File: src/rtl/fifo_wr_ctrl.sv
// Write-domain half of the asynchronous FIFO: binary/Gray write pointers, read-pointer synchroniser,
// registered full flag, fill level and sticky overflow. Optional almost-full output under FIFO_WR_AFULL_EN.
module fifo_wr_ctrl #(
    parameter int PTR_W       = 4,
    parameter int SYNC_STAGES = 2,
    parameter int AF_THRESH   = 6
) (
    input  logic             wclk,
    input  logic             wrst_n,
    input  logic             winc,
    input  logic [PTR_W-1:0] rptr_gray,
    input  logic             wovf_clr,
    output logic [PTR_W-2:0] waddr,
    output logic [PTR_W-1:0] wptr_gray,
    output logic             wfull,
    output logic [PTR_W-1:0] wlevel,
    output logic             wovf
`ifdef FIFO_WR_AFULL_EN
    ,
    output logic             wafull
`endif
);

    if (SYNC_STAGES < 2 || SYNC_STAGES > 4) begin : g_bad_sync
        $error("fifo_wr_ctrl: SYNC_STAGES must be 2..4");
    end
    if (PTR_W < 3 || AF_THRESH < 1 || AF_THRESH > (1 << (PTR_W - 1))) begin : g_bad_af
        $error("fifo_wr_ctrl: PTR_W must be >= 3 and AF_THRESH within 1..DEPTH");
    end

    logic [PTR_W-1:0] wbin_q,   wbin_d;
    logic [PTR_W-1:0] wgray_q,  wgray_d;
    logic             wfull_q,  wfull_d;
    logic [PTR_W-1:0] wlevel_q, wlevel_d;
    logic             wovf_q,   wovf_d;
    logic [PTR_W-1:0] rq_q [SYNC_STAGES];
    logic [PTR_W-1:0] rq_s;
    logic [PTR_W-1:0] rbin_s;
    logic             wacc;

    always_comb begin
        wacc    = winc & ~wfull_q;
        wbin_d  = wbin_q + PTR_W'(wacc);
        wgray_d = wbin_d ^ (wbin_d >> 1);

        rq_s   = rq_q[SYNC_STAGES-1];
        rbin_s = '0;
        rbin_s[PTR_W-1] = rq_s[PTR_W-1];
        for (int i = PTR_W - 2; i >= 0; i--) begin
            rbin_s[i] = rbin_s[i+1] ^ rq_s[i];
        end

        // Full when the next write pointer laps the synchronised read pointer: top two Gray bits inverted.
        wfull_d  = (wgray_d == {~rq_s[PTR_W-1:PTR_W-2], rq_s[PTR_W-3:0]});
        wlevel_d = wbin_d - rbin_s;
        // A new overflow takes priority over a simultaneous clear so no event is lost.
        wovf_d   = (winc & wfull_q) | (wovf_q & ~wovf_clr);
    end

    always_ff @(posedge wclk or negedge wrst_n) begin
        if (!wrst_n) begin
            wbin_q   <= '0;
            wgray_q  <= '0;
            wfull_q  <= 1'b0;
            wlevel_q <= '0;
            wovf_q   <= 1'b0;
        end else begin
            wbin_q   <= wbin_d;
            wgray_q  <= wgray_d;
            wfull_q  <= wfull_d;
            wlevel_q <= wlevel_d;
            wovf_q   <= wovf_d;
        end
    end

    // Plain flop chain for the clock-domain crossing; nothing may sit between stages.
    always_ff @(posedge wclk or negedge wrst_n) begin
        if (!wrst_n) begin
            for (int k = 0; k < SYNC_STAGES; k++) begin
                rq_q[k] <= '0;
            end
        end else begin
            rq_q[0] <= rptr_gray;
            for (int k = 1; k < SYNC_STAGES; k++) begin
                rq_q[k] <= rq_q[k-1];
            end
        end
    end

    assign waddr     = wbin_q[PTR_W-2:0];
    assign wptr_gray = wgray_q;
    assign wfull     = wfull_q;
    assign wlevel    = wlevel_q;
    assign wovf      = wovf_q;

`ifdef FIFO_WR_AFULL_EN
    logic wafull_q, wafull_d;

    always_comb begin
        wafull_d = (wlevel_d >= PTR_W'(AF_THRESH));
    end

    always_ff @(posedge wclk or negedge wrst_n) begin
        if (!wrst_n) begin
            wafull_q <= 1'b0;
        end else begin
            wafull_q <= wafull_d;
        end
    end

    assign wafull = wafull_q;
`endif

endmodule

File: config.mk
export PLATFORM = sky130hd
export DESIGN_NAME = fifo_wr_ctrl
export DESIGN_NICKNAME = d
export VERILOG_FILES = /design/src/rtl/fifo_wr_ctrl.sv
export SDC_FILE = /design/constraint.sdc
export NUM_CORES = 1
export LEC_CHECK = 0
export BUFFER_PORTS_ARGS = -buffer_cell sky130_fd_sc_hd__buf_2
export CORE_UTILIZATION = 45
export DETAILED_ROUTE_END_ITERATION = 6
export PLACE_DENSITY = 0.82
export SETUP_SLACK_MARGIN = 0.05
export SLEW_MARGIN = 0
export SYNTH_ARGS = -nofsm -noshare
export SYNTH_HDL_FRONTEND = slang
export SYNTH_SLANG_ARGS = --single-unit
File: constraint.sdc
create_clock -name wclk -period 2.1 [get_ports wclk]
set_input_delay 0.315 -clock wclk [delete_from_list [all_inputs] [get_ports wclk]]
set_output_delay 0.315 -clock wclk [all_outputs]
set_load 0.02 [all_outputs]
==> run summary <==
The run finished with clean final reports. The gate count after technology mapping is 62. The die outline width came out at 45.61 um.

A synthesized cell averages 13.80 um2. The total overflow reported by the global router is 0. Max-cap violations in this run came to 0. The clock-pin slew of the registers on the worst-case setup and hold paths is 0.10 ns.

The area used by sequential logic in the layout came out at 526.8 um2. The routed design has 1427 um of wire. The total number of vias came out at 569. The peak supply drop is 0.0007688 V. The number of endpoints failing setup at the final stage came out at 0. The number of antenna violations at the first check in global routing came out at 0. The startpoint-to-endpoint class of the critical path is reg -> reg. Summing all multi-input logic gate instances after layout gives 382.9 um2. The first TritonRoute pass finished after 3 iterations. The worst slew margin relative to its limit is 70.83%. The post-detailed-placement half-perimeter wirelength came out at 1042 um. The final count of pins violating max slew came out at 0.

The worst setup path is captured at a flop. The worst hold margin came out at 0.1191 ns. The number of warning messages in the yosys log came out at 0. The worst min-delay path category is in -> reg.

The aggregate global-route resource usage came out at 16.64%. The final count of hold timing violations is 0. The final period utilization is 96.58%. The clock period minus worst slack came out at 2.028 ns.

The antenna cell count came out at 0. Sorting the synthesized cells by area gives the leading types as sky130_fd_sc_hd__dfrtp_1, sky130_fd_sc_hd__xor2_1, sky130_fd_sc_hd__xnor2_1, sky130_fd_sc_hd__ha_1, sky130_fd_sc_hd__fa_1. The fill cell total of the finished layout is 132. Compared with the post-synthesis result, the final layout area differs by 35.09%. The startpoint identified for the worst hold timing path is rptr_gray[3].

Timing would allow up to 493.1 MHz. Using the TritonRoute via totals, the vias-per-cell ratio works out to 4.742. The maximum number of pins on one net before global-route repair is 22. The weighted congestion reported at the end of routability-driven placement is 0.6997.

The area enclosed by the die boundary came out at 0.002080 mm2. In this run the critical register-to-register path is captured at wlevel[3]$_DFF_PN0_. The remaining design rule violation count is 0. Buffers placed on the I/O ports in this run total 20. The cell count of the worst reg-to-reg path is 9. The layout net count is 109. The global-route wire length before repair is 2263 um. For hold timing, the worst endpoint is rq_q[7]$_DFF_PN0_. The worst hold path cell count came out at 1. The endpoint required time on the critical path is 2.29 ns. The setup clock skew after layout is 0.001684 ns. The sequential share of the synthesized area came out at 61.40%.

The placed cell count is 113. Measured along the y axis, the die boundary spans 45.61 um. The I/O pin count came out at 21. The floorplan has 15 rows. In this run the critical register-to-register path is launched from wfull$_DFF_PN0_. Setup repair after global routing could not meet its margin everywhere. The cell area after synthesis is 855.8 um2. In this run the clock root is driven by a sky130_fd_sc_hd__clkbuf_4. STA classifies the critical path startpoint as a flop. In this run the biggest area consumer among cell types represents 61.40% of the synthesized area. The maximum buffer depth of the clock tree is 2. Of all cell types, the one taking the most synthesized area is sky130_fd_sc_hd__dfrtp_1. The total core area came out at 0.001745 mm2. The net count after synthesis came out at 75.

The power per unit of standard cell area came out at 1729 mW/mm2. The slew at the pin with the worst max-slew slack is 0.4375 ns. The violation count after the first detailed-routing iteration came out at 3.

The worst reg-to-reg setup slack is 0.07 ns. The number of routed nets with antenna violations came out at 0. CTS built an H-tree with a depth of 1. The CTS buffer count is 3.

The data arrival time of the critical path is 2.22 ns. The share of layout cells above drive strength 1 came out at 45.26%. The post-route non-filler standard cell count came out at 120.

The setup total negative slack is 0 ns. Synthesis inferred 21 register bits. In this run, distinct cell masters in the synthesized netlist total 17. The mean routed wirelength per cell came out at 11.89 um.

The later pin in the worst-skew pair is clocked with a latency of 0.29 ns. The via count of the first global-routing pass came out at 543. For this configuration, the core starts out at a cell density of 49.03%. The peak fanout along the critical path is 3. The static leakage is 0.5436 nW. The clock drives 21 sinks.

TritonCTS built the clock tree.
[kinds of logic (layout without fill, tap and decap cells)]
group                    count (synthesis)  after routing  synth area share, %
flip-flops                              21             21                61.40
XOR/XNOR                                16             16                17.25
AND/OR/NAND/NOR                         10             10                6.580
adder cells (fa/ha/maj)                  5              5                8.187
AO/OA/AOI/OAI                            5              5                4.385
buffers and inverters                    5             38                2.193
[placed cells by master, fill, tap and decap left out]
master,instances
sky130_fd_sc_hd__ha_4,2
sky130_fd_sc_hd__xor2_1,8
sky130_fd_sc_hd__xnor2_2,1
sky130_fd_sc_hd__inv_1,5
sky130_fd_sc_hd__nand3_1,2
sky130_fd_sc_hd__dfrtp_1,20
sky130_fd_sc_hd__nor3_2,1
sky130_fd_sc_hd__xnor2_1,5
sky130_fd_sc_hd__a211oi_2,2
sky130_fd_sc_hd__fa_1,1
sky130_fd_sc_hd__buf_2,20
sky130_fd_sc_hd__o21ai_0,1
sky130_fd_sc_hd__xor2_4,1
sky130_fd_sc_hd__clkbuf_4,3
sky130_fd_sc_hd__dfrtp_2,1
sky130_fd_sc_hd__ha_2,1
sky130_fd_sc_hd__dlygate4sd3_1,1
sky130_fd_sc_hd__clkbuf_1,1
sky130_fd_sc_hd__nor2b_1,1
sky130_fd_sc_hd__nor2b_4,1
sky130_fd_sc_hd__buf_4,8
sky130_fd_sc_hd__ha_1,1
sky130_fd_sc_hd__nand2b_1,1
sky130_fd_sc_hd__xor2_2,1
sky130_fd_sc_hd__or3_1,1
sky130_fd_sc_hd__o21ai_2,1
sky130_fd_sc_hd__nand2_1,3
sky130_fd_sc_hd__a31o_1,1
[state kept, by name (all words and copies together), names as in the netlist]
signal	count
rq_q	4
wbin_q	4
wfull	1
wlevel	4
wptr_gray	3
rq_s	4
wovf	1
[final cells by class]
cell class	count	share of cell area, %
Sequential cell	21	45.56
Multi-Input combinational cell	36	33.12
Timing Repair Buffer	29	14.72
Tap cell	25	2.706
Clock buffer	4	2.273
Inverter	5	1.623
[cell usage after synthesis]
library cell	instances
sky130_fd_sc_hd__or3_1	1
sky130_fd_sc_hd__dfrtp_1	21
sky130_fd_sc_hd__o21ai_0	1
sky130_fd_sc_hd__ha_1	4
sky130_fd_sc_hd__nor2b_1	2
sky130_fd_sc_hd__xnor2_1	6
sky130_fd_sc_hd__a211oi_1	2
sky130_fd_sc_hd__nand2_1	3
sky130_fd_sc_hd__a31o_1	1
sky130_fd_sc_hd__xor2_2	1
sky130_fd_sc_hd__o21ai_2	1
sky130_fd_sc_hd__inv_1	5
sky130_fd_sc_hd__xor2_1	9
sky130_fd_sc_hd__fa_1	1
sky130_fd_sc_hd__nand2b_1	1
sky130_fd_sc_hd__nand3_1	2
sky130_fd_sc_hd__nor3_2	1
[metal layers]
layer | vias up | share of wire, % | GRT usage [%]
met3 | 0 | 3.9 | 4.762
met4 | 0 | 0 | 9.091
met2 | 22 | 57 | 29.43
li1 | 263 | - | -
met5 | - | 0 | 0
met1 | 284 | 39 | 17.54
[per-stage QoR]
step	area [um2]	total power (W)	util, %	setup slack [ns]
CTS	1135	0.001972	65.02	0.07879
floorplan	899.6	0.001442	-	0.06375
finish	1156	0.001999	66.24	0.07181
global route	1156	0.002170	66.24	-0.01502
global placement	1076	0.001721	61.65	0.1037
detailed placement	1076	0.001776	61.65	0.03710
[power breakdown]
group / total (W) / internal, W / switching [W] / leakage (nW)
clock: 0.000182 / 0.0000739 / 0.000109 / 0.0150
sequential: 0.000630 / 0.000553 / 0.0000764 / 0.248
combinational: 0.00119 / 0.000540 / 0.000648 / 0.281
[worst max-delay path: stages (launching register included)]
cell and delay [ns]:
sky130_fd_sc_hd__dfrtp_2 0.42, sky130_fd_sc_hd__nor2b_1 0.12, sky130_fd_sc_hd__ha_2 0.24, sky130_fd_sc_hd__ha_4 0.22, sky130_fd_sc_hd__ha_4 0.23, sky130_fd_sc_hd__nor2b_4 0.13
sky130_fd_sc_hd__o21ai_2 0.15, sky130_fd_sc_hd__a211oi_2 0.09, sky130_fd_sc_hd__a31o_1 0.21, sky130_fd_sc_hd__xnor2_1 0.12
[timing repair]
item                                    CTS  global route
endpoints found under the setup margin    2             2
buffers inserted                          2             0
resized for setup                         1             3
endpoints found under the hold margin    21             0
pin swaps                                 1             3
hold buffers                              1             0
[worst max path at each step]
stage | from | end | slack (ns) | cells past startpoint
2_1_floorplan | wfull$_DFF_PN0_ | wlevel[3]$_DFF_PN0_ | 0.06 | 9
3_3_place_gp | rq_s[3]$_DFF_PN0_ | wlevel[2]$_DFF_PN0_ | 0.10 | 7
3_5_place_dp | rq_s[3]$_DFF_PN0_ | wlevel[2]$_DFF_PN0_ | 0.04 | 7
4_1_cts | wfull$_DFF_PN0_ | wlevel[3]$_DFF_PN0_ | 0.08 | 9
5_1_grt | wfull$_DFF_PN0_ | wlevel[3]$_DFF_PN0_ | -0.02 | 9
6_report | wfull$_DFF_PN0_ | wlevel[3]$_DFF_PN0_ | 0.07 | 9
No activity file was read; power rests on OpenSTA's default activity.
